--- src/rtl/gol_pkg.sv ---
// Shared constants, state encoding and address helper for the Game of Life
// generation sequencer.
package gol_pkg;

  localparam int WORD_W              = 16;
  localparam int ADDR_W              = 11;
  localparam int OFF_W               = 10;
  localparam int BANK_OFFSET_DEFAULT = 1024;

  // Sequencer states: three window reads, window shift, write-back, bank swap.
  typedef enum logic [2:0] {
    ST_IDLE  = 3'd0,
    ST_RD_N  = 3'd1,
    ST_RD_C  = 3'd2,
    ST_RD_S  = 3'd3,
    ST_SHIFT = 3'd4,
    ST_WR    = 3'd5,
    ST_SWAP  = 3'd6
  } state_t;

  // Which row of the incoming column a pending read belongs to.
  typedef enum logic [1:0] {
    SLOT_N = 2'd0,
    SLOT_C = 2'd1,
    SLOT_S = 2'd2
  } slot_t;

  // Physical RAM word address of a word offset inside bank 0 or bank 1.
  function automatic logic [ADDR_W-1:0] word_addr(
    input logic              bank,
    input logic [OFF_W-1:0]  off,
    input logic [ADDR_W-1:0] bank_base
  );
    word_addr = (bank ? bank_base : {ADDR_W{1'b0}}) + ADDR_W'(off);
  endfunction

endpackage

--- src/rtl/gol_word_rule.sv ---
// Applies the Life rule to 16 horizontally adjacent cells. Each input row
// carries the left neighbour cell in bit 0, the 16 word cells in bits 16:1
// and the right neighbour cell in bit 17.
module gol_word_rule
  import gol_pkg::*;
(
  input  logic [WORD_W+1:0] row_n,
  input  logic [WORD_W+1:0] row_c,
  input  logic [WORD_W+1:0] row_s,
  output logic [WORD_W-1:0] next_cells
);

  logic [3:0] cnt_s;

  // Count the eight neighbours of every cell and decide survival or birth.
  always_comb begin
    next_cells = {WORD_W{1'b0}};
    cnt_s      = 4'd0;
    for (int i = 0; i < WORD_W; i++) begin
      cnt_s = 4'(row_n[i]) + 4'(row_n[i+1]) + 4'(row_n[i+2])
            + 4'(row_c[i])                  + 4'(row_c[i+2])
            + 4'(row_s[i]) + 4'(row_s[i+1]) + 4'(row_s[i+2]);
      if (cnt_s == 4'd3) begin
        next_cells[i] = 1'b1;
      end else if (cnt_s == 4'd2) begin
        next_cells[i] = row_c[i+1];
      end else begin
        next_cells[i] = 1'b0;
      end
    end
  end

endmodule

--- src/rtl/gol_generation_sequencer.sv ---
// Computes one Game of Life generation over a ping-pong banked word RAM.
// Port A reads the 3x3 word window (shared with a display reader that always
// wins), port B writes the next generation into the other bank or accepts
// host seed words while idle.
module gol_generation_sequencer
  import gol_pkg::*;
#(
  parameter int WIDTH       = 64,
  parameter int HEIGHT      = 32,
  parameter int BANK_OFFSET = BANK_OFFSET_DEFAULT
) (
  input  logic              clk,
  input  logic              reset,
  input  logic              get_next,
  output logic              busy,
  output logic              done,
  output logic              cur_bank,
  input  logic              disp_req,
  input  logic [OFF_W-1:0]  disp_addr,
  output logic              disp_gnt,
  output logic              disp_valid,
  output logic [WORD_W-1:0] disp_data,
  input  logic              load_we,
  input  logic [OFF_W-1:0]  load_addr,
  input  logic [WORD_W-1:0] load_data,
  output logic              ena,
  output logic              wea,
  output logic [ADDR_W-1:0] addra,
  output logic [WORD_W-1:0] dia,
  input  logic [WORD_W-1:0] doa,
  output logic              enb,
  output logic              web,
  output logic [ADDR_W-1:0] addrb,
  output logic [WORD_W-1:0] dib
);

  localparam int                WPR     = WIDTH / WORD_W;
  localparam logic [OFF_W-1:0]  WPR_L   = OFF_W'(WPR);
  localparam logic [OFF_W-1:0]  Y_LAST  = OFF_W'(HEIGHT - 1);
  localparam logic [OFF_W-1:0]  ONE_OFF = OFF_W'(1);
  localparam logic [ADDR_W-1:0] BASE1   = ADDR_W'(BANK_OFFSET);

  // Sequencer state and counters
  state_t                 state_r;
  logic [OFF_W-1:0]       y_r;
  logic [OFF_W-1:0]       c_r;
  logic                   busy_r;
  logic                   done_r;
  logic                   bank_r;
  logic                   disp_valid_r;

  // Read pipeline: a read issued this cycle lands in doa next cycle
  logic                   pend_r;
  logic                   pend_en_r;
  slot_t                  pend_slot_r;
  logic [WORD_W-1:0]      cap_n_r;
  logic [WORD_W-1:0]      cap_c_r;

  // Column window: only the right-most cell of the left column matters
  logic [2:0]             prev_edge_r;
  logic [2:0][WORD_W-1:0] cur_r;
  logic [2:0][WORD_W-1:0] new_r;

  // Combinational helpers
  logic                   rd_active_s;
  logic                   rd_in_grid_s;
  slot_t                  rd_slot_s;
  logic [OFF_W-1:0]       rd_row_s;
  logic [OFF_W-1:0]       rd_off_s;
  logic [OFF_W-1:0]       wr_off_s;
  logic                   seq_issue_s;
  logic                   seq_rd_en_s;
  logic [WORD_W-1:0]      cap_val_s;
  logic [WORD_W+1:0]      row_n_s;
  logic [WORD_W+1:0]      row_c_s;
  logic [WORD_W+1:0]      row_s_s;
  logic [WORD_W-1:0]      rule_out_s;

  // Select the row the current read state fetches and whether it lies inside the grid.
  always_comb begin
    rd_active_s  = 1'b0;
    rd_in_grid_s = 1'b0;
    rd_slot_s    = SLOT_N;
    rd_row_s     = y_r;
    case (state_r)
      ST_RD_N: begin
        rd_active_s  = 1'b1;
        rd_slot_s    = SLOT_N;
        rd_row_s     = y_r - ONE_OFF;
        rd_in_grid_s = (y_r != {OFF_W{1'b0}});
      end
      ST_RD_C: begin
        rd_active_s  = 1'b1;
        rd_slot_s    = SLOT_C;
        rd_row_s     = y_r;
        rd_in_grid_s = 1'b1;
      end
      ST_RD_S: begin
        rd_active_s  = 1'b1;
        rd_slot_s    = SLOT_S;
        rd_row_s     = y_r + ONE_OFF;
        rd_in_grid_s = (y_r != Y_LAST);
      end
      default: begin
        rd_active_s  = 1'b0;
        rd_in_grid_s = 1'b0;
        rd_slot_s    = SLOT_N;
        rd_row_s     = y_r;
      end
    endcase
  end

  // A read slot proceeds only when the display is not using port A; the
  // column one past the right edge is read as all-dead without touching RAM.
  assign seq_issue_s = rd_active_s & ~disp_req;
  assign seq_rd_en_s = seq_issue_s & rd_in_grid_s & (c_r != WPR_L);
  assign rd_off_s    = rd_row_s * WPR_L + c_r;
  assign wr_off_s    = y_r * WPR_L + c_r - ONE_OFF;
  assign cap_val_s   = pend_en_r ? doa : {WORD_W{1'b0}};

  // Rows for the rule: left edge from the previous column, right edge from the new one.
  assign row_n_s = {new_r[0][0], cur_r[0], prev_edge_r[0]};
  assign row_c_s = {new_r[1][0], cur_r[1], prev_edge_r[1]};
  assign row_s_s = {new_r[2][0], cur_r[2], prev_edge_r[2]};

  gol_word_rule u_rule (
    .row_n      (row_n_s),
    .row_c      (row_c_s),
    .row_s      (row_s_s),
    .next_cells (rule_out_s)
  );

  // Port A arbitration: display read has absolute priority over the sequencer.
  always_comb begin
    if (disp_req) begin
      ena   = 1'b1;
      addra = word_addr(bank_r, disp_addr, BASE1);
    end else begin
      ena   = seq_rd_en_s;
      addra = word_addr(bank_r, rd_off_s, BASE1);
    end
  end

  assign wea      = 1'b0;
  assign dia      = {WORD_W{1'b0}};
  assign disp_gnt = disp_req;

  // Port B: host seed writes while idle, next-generation writes in WR.
  always_comb begin
    enb   = 1'b0;
    web   = 1'b0;
    addrb = word_addr(bank_r, load_addr, BASE1);
    dib   = load_data;
    if (state_r == ST_IDLE) begin
      enb   = load_we;
      web   = load_we;
      addrb = word_addr(bank_r, load_addr, BASE1);
      dib   = load_data;
    end else if ((state_r == ST_WR) && (c_r != {OFF_W{1'b0}})) begin
      enb   = 1'b1;
      web   = 1'b1;
      addrb = word_addr(~bank_r, wr_off_s, BASE1);
      dib   = rule_out_s;
    end else begin
      enb   = 1'b0;
      web   = 1'b0;
    end
  end

  // Generation FSM with read capture, window shifting and registered status outputs.
  always_ff @(posedge clk) begin
    if (!reset) begin
      state_r      <= ST_IDLE;
      y_r          <= {OFF_W{1'b0}};
      c_r          <= {OFF_W{1'b0}};
      busy_r       <= 1'b0;
      done_r       <= 1'b0;
      bank_r       <= 1'b0;
      disp_valid_r <= 1'b0;
      pend_r       <= 1'b0;
      pend_en_r    <= 1'b0;
      pend_slot_r  <= SLOT_N;
      cap_n_r      <= {WORD_W{1'b0}};
      cap_c_r      <= {WORD_W{1'b0}};
      prev_edge_r  <= 3'b000;
      cur_r        <= {(3*WORD_W){1'b0}};
      new_r        <= {(3*WORD_W){1'b0}};
    end else begin
      disp_valid_r <= disp_req;
      pend_r       <= seq_issue_s;
      pend_en_r    <= seq_rd_en_s;
      pend_slot_r  <= rd_slot_s;

      // The south word is consumed directly by SHIFT, so only N and C are held.
      if (pend_r) begin
        case (pend_slot_r)
          SLOT_N:  cap_n_r <= cap_val_s;
          SLOT_C:  cap_c_r <= cap_val_s;
          default: cap_c_r <= cap_c_r;
        endcase
      end

      case (state_r)
        ST_IDLE: begin
          done_r <= 1'b0;
          if (get_next) begin
            state_r     <= ST_RD_N;
            busy_r      <= 1'b1;
            y_r         <= {OFF_W{1'b0}};
            c_r         <= {OFF_W{1'b0}};
            prev_edge_r <= 3'b000;
            cur_r       <= {(3*WORD_W){1'b0}};
            new_r       <= {(3*WORD_W){1'b0}};
          end else begin
            state_r <= ST_IDLE;
          end
        end
        ST_RD_N: begin
          state_r <= disp_req ? ST_RD_N : ST_RD_C;
        end
        ST_RD_C: begin
          state_r <= disp_req ? ST_RD_C : ST_RD_S;
        end
        ST_RD_S: begin
          state_r <= disp_req ? ST_RD_S : ST_SHIFT;
        end
        ST_SHIFT: begin
          prev_edge_r <= {cur_r[2][WORD_W-1], cur_r[1][WORD_W-1], cur_r[0][WORD_W-1]};
          cur_r       <= new_r;
          new_r       <= {cap_val_s, cap_c_r, cap_n_r};
          state_r     <= ST_WR;
        end
        ST_WR: begin
          if (c_r == WPR_L) begin
            c_r <= {OFF_W{1'b0}};
            if (y_r == Y_LAST) begin
              state_r <= ST_SWAP;
              done_r  <= 1'b1;
            end else begin
              y_r     <= y_r + ONE_OFF;
              state_r <= ST_RD_N;
            end
          end else begin
            c_r     <= c_r + ONE_OFF;
            state_r <= ST_RD_N;
          end
        end
        ST_SWAP: begin
          done_r  <= 1'b0;
          busy_r  <= 1'b0;
          bank_r  <= ~bank_r;
          state_r <= ST_IDLE;
        end
        default: begin
          state_r <= ST_IDLE;
          busy_r  <= 1'b0;
          done_r  <= 1'b0;
        end
      endcase
    end
  end

  assign busy       = busy_r;
  assign done       = done_r;
  assign cur_bank   = bank_r;
  assign disp_valid = disp_valid_r;
  assign disp_data  = disp_valid_r ? doa : {WORD_W{1'b0}};

endmodule
--- config.mk ---
export PLATFORM = sky130hd
export DESIGN_NAME = gol_generation_sequencer
export DESIGN_NICKNAME = d
export VERILOG_FILES = /design/src/rtl/gol_pkg.sv /design/src/rtl/gol_word_rule.sv /design/src/rtl/gol_generation_sequencer.sv
export SDC_FILE = /design/constraint.sdc
export NUM_CORES = 1
export LEC_CHECK = 0
export CORE_MARGIN = 1
export CORE_UTILIZATION = 60
export CTS_BUF_LIST = sky130_fd_sc_hd__clkbuf_8
export DETAILED_ROUTE_END_ITERATION = 8
export PLACE_DENSITY = 0.93
export SKIP_LAST_GASP = 1
export SLEW_MARGIN = 20
export SYNTH_ARGS = -nofsm -noshare
export SYNTH_HDL_FRONTEND = slang
export SYNTH_SLANG_ARGS = --single-unit
--- constraint.sdc ---
create_clock -name clk -period 9.8 [get_ports clk]
set_input_delay 1.96 -clock clk [delete_from_list [all_inputs] [get_ports clk]]
set_output_delay 1.96 -clock clk [all_outputs]
set_load 0.03 [all_outputs]
==> metrics.md, run 1 <==
| Metric | Value |
|---|---|
| Synth Area in Simple Gates | 15.8% |
| Setup WS post-layout | ~3300 ps |
| Via Count | 9015 |
| Std cell rows | 47 |
| Top post-synthesis cells by area | dfxtp_1 (31%), fa_1 (13%), ha_1 (9.2%), inv_1 (6.9%), a22oi_1 (6.0%) |
| Total gr overflow | 0 |
| Port bufs | between 100 and 150 |
| DRT iter0 DRCs | 849 |
| Period utilisation layout | 66.3% |
| RSZ-0062 raised after global routing | no |
| Netlist Area Pre-Place | 10500 µm² |
| Tmin final | 6500 ps |
| Routed Antenna Nets | 0 |
| VDD IR max | 0.0910 mV |
| Slew @ Worst Pin | 1080 ps |
| Worst path cell trace | ha_1 -> inv_1 -> fa_1 -> fa_1 -> inv_1 -> fa_1 -> inv_1 -> fa_1 -> a2111oi_0 -> a21oi_1 -> o41ai_1 -> clkdlybuf4s50_1 |
| GP Congestion | 0.917 |
| Max Root-Sink Buffers | 2 |
| Tot GR Track Use | 27.7% |
| Outcome | completed |
| Average wire per standard cell | 15.4 µm |
| Post-DP HPWL | 16.9 mm |
| DR vias/cell | 5.79 |
| Slew margin rel. | 27.7% |
| DRT Pass-1 Iters | 5 |
| Area grow syn2layout | 14.6% |
| Adder-cell area share of the yosys netlist | 21.8% |
| Power Density | 110 nW/µm² |
| Critical Path Fanout Max | 4 |
| Post-synthesis mux area share | 0.526% |
| Post-Synth XOR/XNOR Area | 2.34% |
| CP Launch Type | flip-flop |
| Post-Synthesis Cells | 1254 |
| Layout cell share with drive strength beyond 1 | 4.19% |
| Leakage | between 0.004 and 0.005 µW |
| Critical path's most frequent cell | fa_1 |
| Setup TNS | 0 ps |
| Critical path arrival | roughly 4500 ps |
| Setup bufs post-CTS | 0 |
| Core ar. | 16800 µm² |
| Kind of end point of the critical path | primary output |
| Syn avg cell area | 8.35 µm² |
| Setup WS pre-CTS | 3520 ps |
| Nets@finish | 1523 |
| Root Driver | clkbuf_8 |
| Io pins | 136 |
| Worst skew pair latency | ~460 ps |
| Largest family of logic cells by synthesized area | adder cells |
| Worst min path class | reg2reg |
| Clock sink total | 162 |
| Initial antenna violation count | 0 |
| Setup violations, final | 0 |
| Seq/Total Area, Yosys | a little under a third |
| Top cell type's share of synthesized area | between 30% and 40% |
| Post-synthesis compound-gate area fraction | 17.4% |
| Die Y | 134 µm |
| Cts bufs inserted | 17 |
| Die area | 18000 µm² |
| PostCTS Resize Cnt | 0 |
| ANT cells | 0 |
| Fill cells | 1212 |
| CP max-delay cell | clkdlybuf4s50_1 |
| Final wirelength | between 20 and 25 mm |
| CTS tree | yes |
| Die X | 134 µm |
| Pwr Total | between 1000 and 1500 µW |
| Area leader, netlist | dfxtp_1 |
| Initial core utilization | between 60% and 70% |
| Hold WS | ~460 ps |
| Final hold violation count | 0 |
| Post-synth EDFFs | 0 |
| Residual DRC | 0 |
| Largest net degree at the start of global routing | about 110 |
| Slowest stage delay, CP | slightly below 800 ps |
| Fmax | 154 MHz |
| Slew Limit Fails | 0 |
| CTS H-tree depth | 4 |
| Clk_skew | 9.17 ps |
| Count of cell types in the netlist | 59 |
| Worst-path clk slew | roughly 90 ps |
| Hold_buf cts | 0 |
| Max cap viols | 0 |
| CP Class | reg2out |
| Top_reg_cell synth | dfxtp_1 |
| Yosys reg bits | 162 |
| Vias in the first global route | 8654 |
| Worst EP required | 7840 ps |
| Ys Warns | 0 |
| First-pass GRT wire length | about 40 mm |
| Ys async rst share | 0% |
-- state kept, by name, summed over array words and instances, names as in the netlist --
register     count
cap_n_r         16
pend_en_r        1
busy             1
state_r          3
pend_slot_r      2
cur_bank         1
new_r           48
prev_edge_r      3
done             1
cap_c_r         16
pend_r           1
y_r             10
c_r             10
disp_valid       1
cur_r           48
-- through the flow --
| step | std cells | cell area [µm²] | utilization, % |
|---|---|---|---|
| global route | 1556 | 12000 | 71.3 |
| detailed placement | 1524 | 11600 | 69.1 |
| floorplan | 1270 | 10500 | - |
| global placement | 1524 | 11600 | 69.1 |
| finish | 1556 | 12000 | 71.3 |
| CTS | 1556 | 12000 | 71.3 |
-- critical path, delay by kind of cell, from the launching register on --
family	cells	cell delay, ps
buf+inv	4	980
flops	1	440
compound gates	3	950
fa+ha+maj	5	1710
-- layout make-up --
type / instances / area [µm²] / area share, %
tap: 220 / 275 / 2.29
sequential: 162 / 3240 / 27.0
clock inverter: 12 / 96.3 / 0.803
inverter: 194 / 731 / 6.09
multi-input combinational: 825 / 6160 / 51.3
clock buffer: 20 / 275 / 2.29
timing repair buffer: 123 / 1220 / 10.2
-- synth_stat cells (all sizes together), types with 17 or more instances --
library cell,instances
and2,18
buf,37
inv,194
nand2,91
nor2,153
dfxtp,162
o21ai,40
nand3,46
a22oi,83
fa,66
o41ai,18
a21oi,75
a32oi,17
clkbuf,52
ha,77
-- power breakdown --
group | internal [µW] | leakage [µW] | total (µW) | switching [µW]
Sequential | 660 | 0.00131 | 668 | 7.90
Clock | 200 | 0.000189 | 459 | 259
Combinational | 73.1 | 0.00334 | 190 | 117
-- metal layers --
layer  global-route usage [%]  up-vias  wire (µm)
li1                         -     4295          -
met1                     34.4     4330      10200
met2                     47.6      342      11800
met3                     5.52       48       1430
met4                     9.93        0        622
met5                        0        -          0
-- cell families (layout without fill, tap and decap cells) --
| family | count (synthesis) | count (layout) |
|---|---|---|
| and+or+nand+nor | 361 | 361 |
| other | 1 | 17 |
| AOI/OAI and AO/OA | 271 | 271 |
| xor gates and xnor gates | 28 | 28 |
| DFF | 162 | 162 |
| buffers and inverters | 283 | 349 |
| muxes | 5 | 5 |
| adders and majority gates | 143 | 143 |
-- cells in the final DEF (no fill, tap or decap), types with 17 or more instances in the layout --
cell type          n
conb_1            17
inv_1            193
o21ai_0           34
fa_1              66
nand3_1           46
and2_1            18
nor2_1           152
ha_1              77
a32oi_1           17
a22oi_1           83
clkbuf_8          20
nand2_1           91
a21oi_1           74
o41ai_1           18
clkdlybuf4s50_1  118
dfxtp_1          162
-- worst paths after layout --
check,start,end,slack (ps),cells after the start
worst min register to register,cap_n_r[6]$_SDFFE_PN0P_,cap_n_r[6]$_SDFFE_PN0P_,460,2
worst max register to register,state_r[1]$_SDFF_PN0_,y_r[3]$_SDFFE_PN0P_,7050,6
worst max-delay path,cur_r[15]$_SDFFE_PN0P_,dib[15],3300,12
worst min-delay path,cap_n_r[6]$_SDFFE_PN0P_,cap_n_r[6]$_SDFFE_PN0P_,460,2
No activity file was read; power rests on OpenSTA's default activity.
==> run 2: changes to the inputs <==
--- a/config.mk
+++ b/config.mk
@@ -6,10 +6,10 @@
 export NUM_CORES = 1
 export LEC_CHECK = 0
 export CORE_MARGIN = 1
-export CORE_UTILIZATION = 60
+export CORE_UTILIZATION = 52
 export CTS_BUF_LIST = sky130_fd_sc_hd__clkbuf_8
 export DETAILED_ROUTE_END_ITERATION = 8
-export PLACE_DENSITY = 0.93
+export PLACE_DENSITY = 0.86
 export SKIP_LAST_GASP = 1
 export SLEW_MARGIN = 20
 export SYNTH_ARGS = -nofsm -noshare
==> constraint.sdc (replaced) <==
create_clock -name clk -period 5.9 [get_ports clk]
set_input_delay 1.18 -clock clk [delete_from_list [all_inputs] [get_ports clk]]
set_output_delay 1.18 -clock clk [all_outputs]
set_load 0.03 [all_outputs]
==> run 2 against run 1 <==
Cell count is 3.1% higher. Count of clock-buffer cells in the layout decreased by 2. Critical path depth unchanged. Largest power group unchanged. Combinational power up 67%. Worst setup slack got worse by 2900 ps. Clock power increased by 74%. Register-to-register slack lost 3900 ps. Critical endpoint is now dib[11]. Flip-flop and latch count unchanged.
==> metrics.md, run 2 (same netlist as run 1, synthesis figures left out) <==
| Metric | Value |
|---|---|
| Setup violations, final | 0 (unchanged) |
| Design Area, Final | 12100 µm² (+0.79%) |
| Tot GR Track Use | 24.4% (-3.2 points) |
| Nets@finish | 1526 (+0.20%) |
| Initial core utilization | 53.4% (-8.8 points) |
| Layout cell share with drive strength beyond 1 | 4.48% (+0.29 points) |
| Top flop regs | cur_r (48), new_r (48) |
| Area grow syn2layout | 15.5% |
| Setup TNS | 0 ps (unchanged) |
| Slew margin rel. | 24.6% (-3.2 points) |
| Critical path's most frequent cell | fa_1 |
| Std cell rows | 51 (+8.5%) |
| CP Class | reg2out |
| Final hold violation count | 0 (unchanged) |
| Critical path arrival | 4340 ps (-200 ps) |
| DRT Pass-1 Iters | 5 (unchanged) |
| Outcome | completed |
| Worst min path class | reg2reg |
| Slew @ Worst Pin | 1130 ps (+44.1 ps) |
| Most frequent cells in the layout | inv_1 (192), dfxtp_1 (162), nor2_1 (152) |
| Io pins | 136 (unchanged) |
| Leading cell type in the layout, fill and taps excluded | inv_1 |
| DR vias/cell | 5.53 (-4.6%) |
| CTS tree | yes |
| Period utilisation layout | 93.6% |
| Worst skew pair latency | 470 ps (about the same) |
| Vias in the first global route | 8550 (-1.2%) |
| Largest net degree at the start of global routing | 101 (-6.5%) |
| Max Root-Sink Buffers | 2 (unchanged) |
| CTS H-tree depth | 4 (unchanged) |
| Worst EP required | 4720 ps (-3120 ps) |
| Final wirelength | 24.1 mm (+0.23%) |
| Leakage | 0.00489 µW (+1.2%) |
| Pwr Total | 2220 µW (+69%) |
| Root Driver | clkbuf_8 |
| Residual DRC | 0 (unchanged) |
| Via Count | 8865 (-1.7%) |
| Total gr overflow | 0 (unchanged) |
| Kind of end point of the critical path | primary output |
| Average wire per standard cell | 15.0 µm (-2.8%) |
| First-pass GRT wire length | 40.3 mm (-0.27%) |
| Clock sink total | 162 (unchanged) |
| Die area | 20700 µm² (+15%) |
| Die Y | 144 µm (+7.3%) |
| DRT iter0 DRCs | 752 (-11%) |
| Power Density | 184 nW/µm² (+68%) |
| RSZ-0062 raised after global routing | no |
| Cts bufs inserted | 17 (unchanged) |
| CP Launch Type | flip-flop |
| ANT cells | 0 (unchanged) |
| Initial antenna violation count | 0 (unchanged) |
| Hold_buf cts | 0 (unchanged) |
| VDD IR max | 0.146 mV (+61%) |
| Post-DP HPWL | 17.3 mm (+2.1%) |
| Routed Antenna Nets | 0 (unchanged) |
| Critical Path Fanout Max | 4 (unchanged) |
| Slowest stage delay, CP | 760 ps (about the same) |
| Hold Path Depth | 2 (unchanged) |
| Tmin final | 5520 ps |
| Placed cell area | 11700 µm² (+0.68%) |
| Port bufs | 118 (unchanged) |
| GP Congestion | 0.958 (+4.5%) |
| Clk_skew | 17.3 ps (+8.10 ps) |
| Worst path cell trace | ha_1 -> inv_1 -> fa_1 -> fa_1 -> inv_1 -> fa_1 -> inv_1 -> fa_1 -> a2111oi_0 -> a21oi_1 -> o41ai_1 -> clkdlybuf4s50_1 |
| Core ar. | 19600 µm² (+16%) |
| Fmax | 181 MHz |
| Die X | 144 µm (+7.3%) |
| Slew Limit Fails | 0 (unchanged) |
| FF-to-FF path depth | 6 (unchanged) |
| Worst-path clk slew | 80 ps (about the same) |
| Max cap viols | 0 (unchanged) |
| Hold WS | 460 ps (-3.59 ps) |
| CP max-delay cell | clkdlybuf4s50_1 |
==> run 2: cell count changes in the layout (fill, tap and decap cells not counted), sizes merged <==
cell	before	now
buf	5	8
bufinv	0	2
clkbuf	20	18
clkdlybuf4s50	118	115
clkinv	1	7
clkinvlp	3	2
dlymetal6s2s	0	3
inv	202	197
==> run 2: critical path, delay by kind of cell, from the launching register on <==
family,cells,cell delay [ps]
DFF,1,360
adders and majority gates,5,1760
AOI/OAI and AO/OA,3,810
buffers and inverters,4,940
==> run 2: cell type report <==
cell class	instances	area [µm²]
fill	1629	7500
multi-input combinational	825	6150
tap	265	332
sequential	162	3240
inverter	194	731
clock inverter	14	139
clock buffer	18	248
timing repair buffer	126	1250
==> run 2: power by group <==
part | internal, µW | total, µW | switching, µW | leakage, µW
Sequential | 1100 | 1110 | 10.1 | 0.00131
Clock | 385 | 799 | 414 | 0.000200
Combinational | 123 | 318 | 195 | 0.00338
Total | 1600 | 2220 | 620 | 0.00489
==> run 2: worst paths after layout <==
check	slack, ps	to	start
setup reg to reg	3180	y_r[8]$_SDFFE_PN0P_	state_r[2]$_SDFF_PN0_
hold reg to reg	460	cap_c_r[14]$_SDFFE_PN0P_	cap_c_r[14]$_SDFFE_PN0P_
setup / recovery	380	dib[11]	cur_r[10]$_SDFFE_PN0P_
hold / removal	460	cap_c_r[14]$_SDFFE_PN0P_	cap_c_r[14]$_SDFFE_PN0P_
==> run 2: layer usage <==
layer	GRT usage (%)	share of wire, %
met1	30.7	42
met2	42.4	50
met3	3.70	5.8
met4	8.45	2.0
met5	0	0
==> run 2: stage by stage <==
step,cells,setup slack [ps],utilization (%)
2_1_floorplan,1270,1020,-
3_3_place_gp,1572,767,59.7
3_5_place_dp,1572,728,59.7
4_1_cts,1604,168,61.7
5_1_grt,1604,58.3,61.7
6_report,1604,376,61.7
==> run 2: repair_timing <==
item	in CTS	in global routing
setup buffers	0	0
gates resized for setup	0	3
setup endpoints to repair	0	3
